File: config.mk
export PLATFORM = sky130hd
export DESIGN_NAME = uart_tx_arbiter
export DESIGN_NICKNAME = d
export VERILOG_FILES = /design/src/rtl/uart_tx_arbiter.sv
export SDC_FILE = /design/constraint.sdc
export NUM_CORES = 1
export LEC_CHECK = 0
export BUFFER_PORTS_ARGS = -buffer_cell sky130_fd_sc_hd__buf_4
export CAP_MARGIN = 10
export CORE_MARGIN = 1.5
export CORE_UTILIZATION = 53
export CTS_BUF_LIST = sky130_fd_sc_hd__clkbuf_8
export DETAILED_ROUTE_END_ITERATION = 12
export PLACE_DENSITY_LB_ADDON = 0.3
export SYNTH_ARGS = -nofsm -noshare
export SYNTH_HDL_FRONTEND = slang
export SYNTH_SLANG_ARGS = --single-unit
File: constraint.sdc
create_clock -name clk -period 6.55 [get_ports clk]
set_clock_uncertainty 0.15 [all_clocks]
set_input_delay 1.31 -clock clk [delete_from_list [all_inputs] [get_ports clk]]
set_output_delay 1.31 -clock clk [all_outputs]
set_load 0.1 [all_outputs]
File: src/rtl/uart_tx_arbiter.sv
// Round-robin arbiter sharing one uart_tx byte interface among NUM_REQ packet sources.
// Define UART_ARB_HDR_EN to prefix each packet with the channel-ID byte HDR_BASE | grant_id.
module uart_tx_arbiter #(
    parameter int unsigned NUM_REQ  = 4,
    parameter logic [7:0]  HDR_BASE = 8'hA0
) (
    input  logic                 clk,
    input  logic                 rst_n,
    input  logic [NUM_REQ-1:0]   req_valid,
    input  logic [8*NUM_REQ-1:0] req_data,
    input  logic [NUM_REQ-1:0]   req_last,
    output logic [NUM_REQ-1:0]   req_ready,
    output logic                 tx_start,
    output logic [7:0]           tx_data,
    input  logic                 tx_busy,
    output logic                 grant_active,
    output logic [2:0]           grant_id
);

`ifdef UART_ARB_HDR_EN
    localparam bit HdrEn = 1'b1;
`else
    localparam bit HdrEn = 1'b0;
`endif

    typedef enum logic [2:0] {
        StIdle,
        StHdr,
        StWaitHdr,
        StData,
        StWaitData
    } state_e;

    state_e      state_q, state_d;
    logic [2:0]  grant_id_q, grant_id_d;
    logic        grant_active_q, grant_active_d;
    logic [2:0]  rr_last_q, rr_last_d;
    logic        last_q, last_d;

    logic               pick_found;
    logic [2:0]         pick_idx;
    logic [3:0]         cand_sum;
    logic [NUM_REQ-1:0] gnt_onehot;
    logic [7:0]         gnt_data;
    logic               gnt_last;
    logic               gnt_valid;

    // Search rr_last+1, rr_last+2, ... modulo NUM_REQ; first valid requester wins.
    always_comb begin
        pick_found = 1'b0;
        pick_idx   = '0;
        cand_sum   = '0;
        for (int k = 1; k <= int'(NUM_REQ); k++) begin
            cand_sum = 4'(rr_last_q) + 4'(k);
            if (cand_sum >= 4'(NUM_REQ)) begin
                cand_sum = cand_sum - 4'(NUM_REQ);
            end
            for (int j = 0; j < int'(NUM_REQ); j++) begin
                if (!pick_found && req_valid[j] && (cand_sum == 4'(j))) begin
                    pick_found = 1'b1;
                    pick_idx   = cand_sum[2:0];
                end
            end
        end
    end

    always_comb begin
        gnt_onehot = '0;
        gnt_data   = '0;
        gnt_last   = 1'b0;
        for (int i = 0; i < int'(NUM_REQ); i++) begin
            if (grant_id_q == 3'(i)) begin
                gnt_onehot[i] = 1'b1;
                gnt_data      = req_data[8*i +: 8];
                gnt_last      = req_last[i];
            end
        end
    end

    assign gnt_valid = |(req_valid & gnt_onehot);

    always_comb begin
        state_d        = state_q;
        grant_id_d     = grant_id_q;
        grant_active_d = grant_active_q;
        rr_last_d      = rr_last_q;
        last_d         = last_q;
        tx_start       = 1'b0;
        tx_data        = 8'h00;
        req_ready      = '0;
        unique case (state_q)
            StIdle: begin
                if (pick_found) begin
                    grant_id_d     = pick_idx;
                    grant_active_d = 1'b1;
                    state_d        = HdrEn ? StHdr : StData;
                end
            end
            StHdr: begin
                if (!tx_busy) begin
                    tx_start = 1'b1;
                    tx_data  = HDR_BASE | {5'b00000, grant_id_q};
                    state_d  = StWaitHdr;
                end
            end
            StWaitHdr: begin
                if (!tx_busy) begin
                    state_d = StData;
                end
            end
            StData: begin
                // Handshake and frame launch share the cycle, so the byte is never buffered here.
                if (gnt_valid && !tx_busy) begin
                    req_ready = gnt_onehot;
                    tx_start  = 1'b1;
                    tx_data   = gnt_data;
                    last_d    = gnt_last;
                    state_d   = StWaitData;
                end
            end
            StWaitData: begin
                if (!tx_busy) begin
                    if (last_q) begin
                        rr_last_d      = grant_id_q;
                        grant_active_d = 1'b0;
                        state_d        = StIdle;
                    end else begin
                        state_d = StData;
                    end
                end
            end
            default: state_d = StIdle;
        endcase
    end

    always_ff @(posedge clk or negedge rst_n) begin
        if (!rst_n) begin
            state_q        <= StIdle;
            grant_id_q     <= '0;
            grant_active_q <= 1'b0;
            rr_last_q      <= 3'(NUM_REQ - 1);
            last_q         <= 1'b0;
        end else begin
            state_q        <= state_d;
            grant_id_q     <= grant_id_d;
            grant_active_q <= grant_active_d;
            rr_last_q      <= rr_last_d;
            last_q         <= last_d;
        end
    end

    assign grant_active = grant_active_q;
    assign grant_id     = grant_id_q;

endmodule
==> results.py <==
metrics = {
    "run_status": {
        "status": "finished, final reports clean",
    },
    "flow_run": {
        "maxCapViolCount": 0,
    },
    "cts": {
        "cts_root_buf": "clkbuf_8",
        "cts_buffers": 3,
        "postCtsSetupBuffers": 0,
        "htree_levels": 1,
        "clockBufferDepth": 2,
        "cts_tree": "done",
        "hold_buffers": 0,
        "clk_pin_slew_worst_paths_ps": 50,
        "ctsResizeCount": 0,
        "clock_sinks": 11,
        "clkLatencyLatePin_ps": 240,
    },
    "worst_setup_path": {
        "worstPathCellList": "buf_4 -> mux4_2 -> nor2b_1 -> nand3_1 -> inv_1 -> o221ai_1 -> a31oi_1 -> buf_4",
        "path_class": "input pin to output pin",
        "cp-end-kind": "output pin",
        "slowest_delay_ps": 350,
        "ff2ff_path_depth": 11,
        "crit_top_cell": "buf_4",
        "path_max_fanout": 13,
        "r2r-start": "rr_last_q[0]$_DFFE_PN1P_",
        "crit_slowest_cell": "nand3_1",
        "critPathLaunch": "req_valid[0]",
        "worstPathRequired_ps": 5090,
        "cp-start-kind": "input pin",
        "crit_arrival_ps": 3190,
    },
    "power": {
        "p_per_area_mw_per_mm2": 497,
        "comb_power_share_pct": 71.8,
        "p_int_w": 0.000361,
        "vdd_drop_max_uv": 381,
        "p_switching_w": 0.000558,
        "seq_power_share_pct": 21.0,
        "p_clk_share_pct": 7.2,
        "swShare_pct": 60.7,
        "power.leakage_nw": 0.846,
    },
    "detailed_routing": {
        "via_per_inst": 6.41,
        "drt_iter0_drc": 76,
        "ant_nets": 0,
        "drc": 0,
        "dr.pass1.iters": 5,
        "routed_wl_um": 3920,
        "num_vias": 1584,
        "wl_per_cell_um": 15.9,
    },
    "synth": {
        "synth-seq-cells": 11,
        "synth_common_cells": "nand2_1 (12), ha_1 (11), o21ai_0 (11), dfrtp_1 (9), clkbuf_1 (8)",
        "syn-cell-area_mm2": 0.00138,
        "synth-compound-area-share_pct": 28.8,
        "yosysTopAreaCell": "dfrtp_1",
        "async_flop_share_pct": 100,
        "netlist_instances": 167,
        "synth_top_family_by_area": "compound AO/OA/AOI/OAI gates",
        "synth_most_common_cell": "nand2_1",
        "synth-main-ff-cell": "dfrtp_1",
        "synthSimpleGateAreaFrac_pct": 21.1,
        "synth.distinct_cells": 46,
        "synthesis.nets": 221,
        "yosys_warnings": 0,
        "synth_edf_count": 0,
        "syn_avg_cell_area_um2": 8.28,
        "synth_area_leaders": "dfrtp_1 (16%), ha_1 (10%), mux2_2 (4.9%), o21ai_0 (4.0%), a211oi_1 (3.8%)",
        "synth_fa_ha_area_share_pct": 9.95,
        "synth_top_area_share_pct": 16.3,
        "synth_mux_area_share_pct": 12.1,
        "ys_seq_area_share_pct": 20.1,
        "synthXorXnorAreaFrac_pct": 1.90,
    },
    "hold_path": {
        "hold_depth": 2,
        "hold_path_class": "flop to flop",
        "hp-start": "grant_active$_DFFE_PN0P_",
    },
    "floorplan": {
        "design.die.area_mm2": 0.00292,
        "coreArea_mm2": 0.00248,
        "die_x_um": 54.1,
        "row_count": 18,
        "fp.dieH_um": 54.1,
        "start_util_pct": 55.8,
        "io_pins": 60,
    },
    "layout": {
        "layout-drive-gt1-share_pct": 36.9,
        "stdcell_count": 247,
        "nNetsFinal": 272,
        "area_growth_pct": 33.6,
        "fillers": 187,
        "num_antenna_cells": 0,
    },
    "global_routing": {
        "antenna_found_initial": 0,
        "grt_usage_pct": 27.5,
        "grt_pass1_wl_um": 5900,
        "grt_max_degree": 31,
        "grt.overflow.total": 0,
        "grt_pass1_vias": 1314,
    },
    "sta": {
        "slew_violations": 0,
        "max-slew-margin-rel_pct": 33.7,
        "finalSetupViolCount": 0,
        "finalCritPeriodShare_pct": 71.0,
        "grt_setup_unrepaired": "false",
        "worst_slew_pin_slew_ps": 995,
        "timing.fmax_mhz": 215,
        "hold_viol": 0,
        "period_needed_ps": 4650,
        "whs_ps": 398,
        "setup_tns_ps": 0,
    },
    "placement": {
        "place_congestion": 0.930,
        "dp_hpwl_um": 3060,
        "dpl.cell_count": 243,
        "io_buffer_count": 59,
    },
}
-- power by group through the flow --
stage | clock network (W) | logic, W | registers (W)
detailed placement | 0 | 0.000650 | 0.000192
global route | 0.0000717 | 0.000702 | 0.000201
floorplan | 0 | 0.000508 | 0.000199
global placement | 0 | 0.000632 | 0.000187
finish | 0.0000662 | 0.000660 | 0.000192
CTS | 0.0000669 | 0.000653 | 0.000192
-- per-stage QoR --
step / total power (W) / cell area, µm² / utilization [%] / setup slack [ps]
4_1_cts: 0.000912 / 1850 / 74.5 / 1920
3_3_place_gp: 0.000819 / 1800 / 72.7 / 2040
2_1_floorplan: 0.000708 / 1380 / - / 865
3_5_place_dp: 0.000842 / 1800 / 72.7 / 1910
6_report: 0.000918 / 1850 / 74.5 / 1900
5_1_grt: 0.000975 / 1850 / 74.5 / 1710
-- final cells by class --
class / instances / area, µm² / share of cell area (%)
clock buffer: 3 / 41.3 / 2.24
clock inverter: 1 / 3.75 / 0.203
inverter: 6 / 22.5 / 1.22
multi-input combinational: 137 / 1020 / 55.3
sequential: 11 / 278 / 15.0
tap: 30 / 37.5 / 2.03
timing repair buffer: 59 / 443 / 24.0
-- sequential cells by signal, indices dropped and copies added, names as in the netlist --
name / count
grant_active: 1
grant_id: 3
last_q: 1
rr_last_q: 3
state_q: 3
-- cells by family after synthesis --
| kind of cell | after synthesis |
|---|---|
| simple gates | 54 |
| buf+inv | 19 |
| mux | 13 |
| fa+ha+maj | 11 |
| compound gates | 56 |
| flops | 11 |
| xor+xnor | 3 |
-- critical path, delay by kind of cell --
kind	cells	cell delay, ps
AND/OR/NAND/NOR	2	530
multiplexers	1	250
buffers and inverters	3	700
AO/OA/AOI/OAI	2	390
-- cells in the final DEF (no fill, tap or decap), drive strengths merged, types with 5 or more instances in the layout --
cell,count
dfrtp,9
inv,7
nor3,6
nand2,13
a21oi,6
buf,59
o22ai,6
ha,11
nand3,8
nor2,7
mux2,7
nand2b,5
o21ai,11
nor2b,7
a211oi,7
-- path summary, 6_finish.rpt --
path / slack, ps / to
setup reg to reg: 3340 / grant_id[2]$_DFFE_PN0P_
hold / removal: 400 / grant_active$_DFFE_PN0P_
max in group asynchronous: 5280 / rr_last_q[0]$_DFFE_PN1P_
hold reg to reg: 400 / grant_active$_DFFE_PN0P_
min in group asynchronous: 740 / grant_active$_DFFE_PN0P_
setup / recovery: 1900 / tx_data[0]
-- routing by layer --
layer	wire, µm	vias to the layer above	GRT usage (%)
li1	-	738	-
met1	1600	744	35.7
met2	1980	91	45.1
met3	282	11	6.94
met4	61	0	7.08
met5	0	-	0
Note: power is estimated with default switching activity, not from simulation.
